File: config.mk
export PLATFORM = sky130hd
export DESIGN_NAME = pixel_vector_packer_flat
export DESIGN_NICKNAME = d
export VERILOG_FILES = /design/src/rtl/pixel_vector_packer_if.sv /design/src/rtl/pixel_vector_packer.sv /design/src/flat_wrapper.sv
export SDC_FILE = /design/constraint.sdc
export NUM_CORES = 1
export LEC_CHECK = 0
export BUFFER_PORTS_ARGS = -buffer_cell sky130_fd_sc_hd__buf_4
export CORE_ASPECT_RATIO = 0.6
export CORE_MARGIN = 3
export CORE_UTILIZATION = 40
export DETAILED_ROUTE_END_ITERATION = 10
export GPL_TIMING_DRIVEN = 0
export PLACE_DENSITY_LB_ADDON = 0.2
export SYNTH_ARGS = -nofsm -noshare
export SYNTH_HDL_FRONTEND = slang
export SYNTH_SLANG_ARGS = --single-unit
File: constraint.sdc
create_clock -name clk -period 2.5 [get_ports clk]
set_clock_uncertainty 0.05 [all_clocks]
set_input_delay 0 -clock clk [delete_from_list [all_inputs] [get_ports clk]]
set_output_delay 0 -clock clk [all_outputs]
set_load 0.05 [all_outputs]
File: src/rtl/pixel_vector_packer_if.sv
// Stream bundle for pixel_vector_packer: a pixel-in stream and a packed-vector-out stream.
// The slave modport is the packer; the master modport is the source/sink around it.
interface pixel_vector_packer_if #(
    parameter int XLEN_PIXEL    = 8,
    parameter int NUM_OF_PIXELS = 30,
    parameter int CNT_W         = 16
);
    // Both streams use valid/ready: a beat transfers on a rising clk edge where
    // valid & ready are both 1; a source holding valid keeps its data stable until it transfers.
    logic [XLEN_PIXEL-1:0]               pix_in;
    logic                                pix_valid;
    logic                                pix_last;
    logic                                pix_ready;
    logic [NUM_OF_PIXELS*XLEN_PIXEL-1:0] vec_out;
    logic                                vec_valid;
    logic                                vec_ready;
    logic                                vec_short;
    logic [CNT_W-1:0]                    vec_count;

    modport slave (
        input  pix_in, pix_valid, pix_last, vec_ready,
        output pix_ready, vec_out, vec_valid, vec_short, vec_count
    );

    modport master (
        output pix_in, pix_valid, pix_last, vec_ready,
        input  pix_ready, vec_out, vec_valid, vec_short, vec_count
    );
endinterface

File: src/rtl/pixel_vector_packer.sv
// Packs a serial pixel stream into NUM_OF_PIXELS-wide vectors through a two-entry
// ping-pong buffer so filling continues while the vector consumer stalls.
module pixel_vector_packer #(
    parameter int XLEN_PIXEL    = 8,
    parameter int NUM_OF_PIXELS = 30,
    parameter int CNT_W         = 16
) (
    input  logic                 clk,
    input  logic                 rst,
    pixel_vector_packer_if.slave bus
);
    localparam int VW    = XLEN_PIXEL * NUM_OF_PIXELS;
    localparam int IDX_W = (NUM_OF_PIXELS > 1) ? $clog2(NUM_OF_PIXELS) : 1;
    localparam logic [IDX_W-1:0] LAST_IDX = IDX_W'(NUM_OF_PIXELS - 1);

    logic [IDX_W-1:0] idx_q, idx_d;
    logic [1:0]       occ_q, occ_d;
    logic             wr_q, wr_d;
    logic             rd_q, rd_d;
    logic [VW-1:0]    buf_q [2];
    logic [VW-1:0]    buf_d [2];
    logic [1:0]       short_q, short_d;
    logic [CNT_W-1:0] cnt_q, cnt_d;

    logic pix_ready;
    logic vec_valid;
    logic accept;
    logic close;
    logic pop;

    assign pix_ready = (occ_q != 2'd2);
    assign vec_valid = (occ_q != 2'd0);
    assign accept    = bus.pix_valid & pix_ready;
    assign close     = accept & ((idx_q == LAST_IDX) | bus.pix_last);
    assign pop       = vec_valid & bus.vec_ready;

    always_comb begin
        idx_d   = idx_q;
        occ_d   = occ_q;
        wr_d    = wr_q;
        rd_d    = rd_q;
        buf_d   = buf_q;
        short_d = short_q;
        cnt_d   = cnt_q;

        if (accept) begin
            // Pixel 0 of a fill wipes the slot so an early close leaves zeros above it.
            if (idx_q == '0) begin
                buf_d[wr_q] = '0;
            end
            for (int k = 0; k < NUM_OF_PIXELS; k++) begin
                if (IDX_W'(k) == idx_q) begin
                    buf_d[wr_q][k*XLEN_PIXEL +: XLEN_PIXEL] = bus.pix_in;
                end
            end
            if (close) begin
                short_d[wr_q] = (idx_q != LAST_IDX);
                wr_d          = ~wr_q;
                idx_d         = '0;
            end else begin
                idx_d = idx_q + 1'b1;
            end
        end

        if (pop) begin
            rd_d  = ~rd_q;
            cnt_d = cnt_q + 1'b1;
        end

        case ({close, pop})
            2'b10:   occ_d = occ_q + 2'd1;
            2'b01:   occ_d = occ_q - 2'd1;
            default: occ_d = occ_q;
        endcase
    end

    always_ff @(posedge clk or negedge rst) begin
        if (!rst) begin
            idx_q    <= '0;
            occ_q    <= '0;
            wr_q     <= 1'b0;
            rd_q     <= 1'b0;
            buf_q[0] <= '0;
            buf_q[1] <= '0;
            short_q  <= '0;
            cnt_q    <= '0;
        end else begin
            idx_q    <= idx_d;
            occ_q    <= occ_d;
            wr_q     <= wr_d;
            rd_q     <= rd_d;
            buf_q[0] <= buf_d[0];
            buf_q[1] <= buf_d[1];
            short_q  <= short_d;
            cnt_q    <= cnt_d;
        end
    end

    // A drained slot is masked so vec_out reads zero whenever nothing is offered.
    assign bus.pix_ready = pix_ready;
    assign bus.vec_valid = vec_valid;
    assign bus.vec_out   = vec_valid ? buf_q[rd_q] : '0;
    assign bus.vec_short = vec_valid & short_q[rd_q];
    assign bus.vec_count = cnt_q;
endmodule
File: src/flat_wrapper.sv
// flat-port wrapper written by rule: the top's interface ports become plain ports
module pixel_vector_packer_flat 
#(
    parameter int XLEN_PIXEL    = 8,
    parameter int NUM_OF_PIXELS = 30,
    parameter int CNT_W         = 16
)
  (clk, rst, bus_pix_in, bus_pix_valid, bus_pix_last, bus_vec_ready, bus_pix_ready, bus_vec_out, bus_vec_valid, bus_vec_short, bus_vec_count);
  pixel_vector_packer_if #(.XLEN_PIXEL(XLEN_PIXEL), .NUM_OF_PIXELS(NUM_OF_PIXELS), .CNT_W(CNT_W)) bus_i ();
  input  logic clk;
  input  logic rst;
  input wire logic [$bits(bus_i.pix_in)-1:0] bus_pix_in;
  input wire logic [$bits(bus_i.pix_valid)-1:0] bus_pix_valid;
  input wire logic [$bits(bus_i.pix_last)-1:0] bus_pix_last;
  input wire logic [$bits(bus_i.vec_ready)-1:0] bus_vec_ready;
  output wire logic [$bits(bus_i.pix_ready)-1:0] bus_pix_ready;
  output wire logic [$bits(bus_i.vec_out)-1:0] bus_vec_out;
  output wire logic [$bits(bus_i.vec_valid)-1:0] bus_vec_valid;
  output wire logic [$bits(bus_i.vec_short)-1:0] bus_vec_short;
  output wire logic [$bits(bus_i.vec_count)-1:0] bus_vec_count;
  assign bus_i.pix_in = bus_pix_in;
  assign bus_i.pix_valid = bus_pix_valid;
  assign bus_i.pix_last = bus_pix_last;
  assign bus_i.vec_ready = bus_vec_ready;
  assign bus_pix_ready = bus_i.pix_ready;
  assign bus_vec_out = bus_i.vec_out;
  assign bus_vec_valid = bus_i.vec_valid;
  assign bus_vec_short = bus_i.vec_short;
  assign bus_vec_count = bus_i.vec_count;
  pixel_vector_packer #(.XLEN_PIXEL(XLEN_PIXEL), .NUM_OF_PIXELS(NUM_OF_PIXELS), .CNT_W(CNT_W)) u_core (.clk(clk), .rst(rst), .bus(bus_i));
endmodule
==> out/results.txt <==
The most used flip-flop cell after synthesis is dfrtp_1. The number of top-level pins is 272. The switching component of the power was 13,700 uW; the fraction of final layout cells sized beyond drive strength 1 was 24.0%. The warning count from the yosys run was 0.

Each instance of the synthesized netlist takes up on average 11.2 um^2. The number of enable flip-flop cells after synthesis works out to 0. Counting along the longest clock path gives a buffer depth of 3. The synthesized netlist occupies a cell area of 0.0230 mm^2. The number of global-route vias before repair was 19,400; the final antenna-violating net count was 0.

Synthesis produced a netlist with a net count of 2,064. Setup violations remaining at the end of the flow were counted as 10. For the slack of the critical path, the log shows -23.3 ps.

The checks that failed: negative hold slack, negative setup slack. The H-tree was split into 2 levels. Synthesis handed over a netlist of 2,044 instances. Summed over its instances, the top area cell type makes up 55.2% of the synthesized netlist area.

The share of synthesized flip-flops with an asynchronous set or reset is 100%, and the number of failing hold endpoints at the final stage is 5. Ranked by total cell area, the synthesized netlist is headed by dfrtp_1, mux2i_1, a22o_1. The count of unique library cells instantiated by Yosys was 54.

The number of design-rule violations left by the first detailed-router iteration is 2,402. The total number of clock tree sinks is 507, and the placer congestion estimate is 0.959. The critical-path maximum fanout came out at 10. After the last flow step, the layout net total stands at 2,422.

Placeable core region: 0.0563 mm^2. The worst register-to-register path has a setup slack of -20 ps. In the routed design, unresolved DRC markers number 0. Global routing finished with a remaining overflow of 0.

The run finished, with violations left. The biggest area consumer among synthesized cells is dfrtp_1. The worst pin sits at a relative slew slack of 26.8%. The logs give 2940 ps for the data arrival time at the worst-slack endpoint and 125 for the pin count of the biggest net entering global routing. TritonCTS built the clock tree. Across the VDD grid, the largest voltage drop is 0.858 mV. The width of the die came out at 316 um. The antenna cell count came out at 0. The leakage power figure was 0.0140 uW; the proportion of total power due to net switching was 45.5%. The final critical path takes up 101% of the cycle. The tools report the sequential share of the synthesized area as 55.2%. The detailed-router iteration count before antenna repair is 6. Across the run, the number of max-cap violations was 0. Library cell used as clock root buffer: clkbuf_16. Cells fill 50.8% of the core in the end.

The worst min-delay path category was in2async. The global-route usage over all layers was 32.2%; the synthesis-to-finish area growth was 24.4%. Combinational logic burns 44.1% of the power. The latest clock arrival within the worst-skew pair is 590 ps, and the site row count is 67. The category of the critical setup timing path is reg2reg. Counting flops and latches in the post-synthesis netlist gives 507. Once detailed placement completed, the half-perimeter wirelength came to 67,400 um. In this run the vertical extent of the chip is 192 um. The initial antenna violation count came out at 2. The time the final worst path needs with I/O delays and setup was 2520 ps. Wires add up to 99,100 um.

The achievable clock frequency is 396 MHz. Tracing the worst setup path back leads to its startpoint at u_core.idx_q[2]. The number of clock buffers added by TritonCTS is 50. The ratio of routed vias to standard cells was 6.21. Sequential cells account for 30.8% of the total power.

The worst hold slack is -28.5 ps, and the detailed-route via count is 19,800. Once the floorplan was initialized, standard cells occupied 40.8% of the core. For the floorplan die area, the log shows 0.0605 mm^2.

The worst-margin pin slew came out at 1100 ps. The clock-pin transition on the worst setup and hold timing paths came out at 70 ps. STA classifies the critical path endpoint as a flop. The first-pass GRT wire length was 140,000 um; the average wire length per cell after detail routing was 31.0 um. The run gives 25.2% as the clock share of power. In this run the critical register-to-register path is launched from u_core.idx_q[2]. After filler insertion, the fill cell instance count of the layout stands at 5,119. Counting cells, the worst reg-to-reg path comes to 6.

The count of cells in the finished layout, fillers not included, comes to 3,197. For the final routed database, the setup TNS stands at -97.9 ps. The internal power of the cells totals 16,400 uW. STA puts the critical path data required time at 2910 ps. The run gives 0 as the count of pins over their slew limit. The number of buffers added on ports is 263, and the total placed cells including tap cells is 3,071.

The worst setup path is launched from a flop. Dividing total power by cell area gives a power density of 1050 mW/mm^2.
-- synth_stat cells, drive strengths merged (3+ instances only) --
cell type and instances:
or4 3, nand4 15, a22o 209, o31ai 24, clkbuf 111, dfrtp 507
nand3 65, buf 47, xnor2 16, and4 8, and2 11, mux2i 241
nand2 149, nor3 7, and3 9, o2bb2ai 166, nor2b 17, nand2b 14
nor2 281, ha 7, inv 9, nor4 10, nor4b 10, o21ai 78
nand4b 3, and3b 4, xor2 4
-- layout make-up --
| cell class | count | area [um^2] | share of cell area [%] |
|---|---|---|---|
| Sequential cell | 507 | 12700 | 44.4 |
| Timing Repair Buffer | 314 | 2480 | 8.66 |
| Tap cell | 759 | 950 | 3.32 |
| Inverter | 10 | 37.5 | 0.131 |
| Multi-Input combinational cell | 1369 | 9870 | 34.5 |
| Clock buffer | 75 | 1500 | 5.24 |
| Buffer | 150 | 978 | 3.42 |
| Clock inverter | 13 | 100 | 0.350 |
-- cells in the final DEF (no fill, tap or decap), types with 8 or more instances in the layout --
cell,n
nor2b_1,16
a22o_1,209
clkinv_2,9
clkbuf_4,24
mux2i_1,240
o21ai_0,68
nand4_1,15
inv_1,9
clkbuf_16,53
nand3_1,64
nand2_1,137
clkbuf_8,18
nor2_1,266
and2_1,11
o2bb2ai_1,166
nor4b_4,10
nor2_2,14
dlygate4sd3_1,10
xnor2_1,16
and3_1,8
dfrtp_1,505
nand2b_2,8
o31ai_1,24
clkbuf_1,36
buf_4,326
nand2_2,10
buf_2,22
clkbuf_2,34
-- worst max-delay path, stage by stage, from the launching register on --
cell and delay (ps):
dfrtp_2 440, clkbuf_4 250, clkbuf_2 260, nand4_1 360
o21ai_0 350, nand2_1 380, a22o_1 290
-- kinds of logic (layout without fill, tap and decap cells) --
logic type / after synthesis / count (layout) / synth area share (%)
fa+ha+maj: 7 / 7 / 0.381
xor+xnor: 20 / 20 / 0.762
mux: 242 / 242 / 10.5
compound gates: 485 / 485 / 17.1
simple gates: 615 / 615 / 13.1
flops: 507 / 507 / 55.2
buf+inv: 168 / 562 / 2.94
-- worst min-delay path by stage --
| stage | cells after the start | start | slack (ps) | to |
|---|---|---|---|---|
| 2_1_floorplan | 0 | rst | -350 | async pin |
| 3_3_place_gp | 2 | bus_pix_last | 240 | u_core.idx_q[3] |
| 3_5_place_dp | 1 | rst | 40 | async pin |
| 4_1_cts | 3 | bus_pix_in[2] | 0.6 | flop |
| 5_1_grt | 2 | rst | 60 | async pin |
| 6_report | 2 | rst | -30 | async pin |
-- power by group through the flow --
stage                     combinational, uW  sequential, uW  clock [uW]
final                                 13300            9270        7590
after global routing                  13500            9340        7920
after CTS                             12600            9250        7610
after detailed placement              12000            9370           0
after global placement                11900            9350           0
after floorplan                        6410            9420           0
-- through the flow --
step / power (uW) / hold WS [ps] / setup WS [ps] / area (um^2)
after floorplan: 15800 / -346 / 223 / 23000
after global placement: 21300 / 237 / -3810 / 25900
after detailed placement: 21400 / 45.0 / -1020 / 26100
after CTS: 29500 / 0.624 / -26.4 / 28300
after global routing: 30700 / 63.5 / -45.5 / 28600
final: 30100 / -28.5 / -23.3 / 28600
-- metal layers --
layer  part of all wire (%)  wire (um)  global-route usage (%)  vias up
li1                       -          -                       -     8152
met3                     13      12400                    10.8      205
met1                     43      43000                    47.3    10200
met5                      0          0                       0        -
met2                     41      40500                    44.9     1302
met4                    3.2       3170                    9.47        0
-- what timing repair did --
action / 4_1_cts / 5_1_grt
setup endpoints to repair: 678 / 440
hold buffers: 10 / 0
pin swaps: 12 / 6
resized for setup: 228 / 86
setup buffers: 17 / 19
hold endpoints to repair: 119 / 0
(Power assumes the default switching activity.)
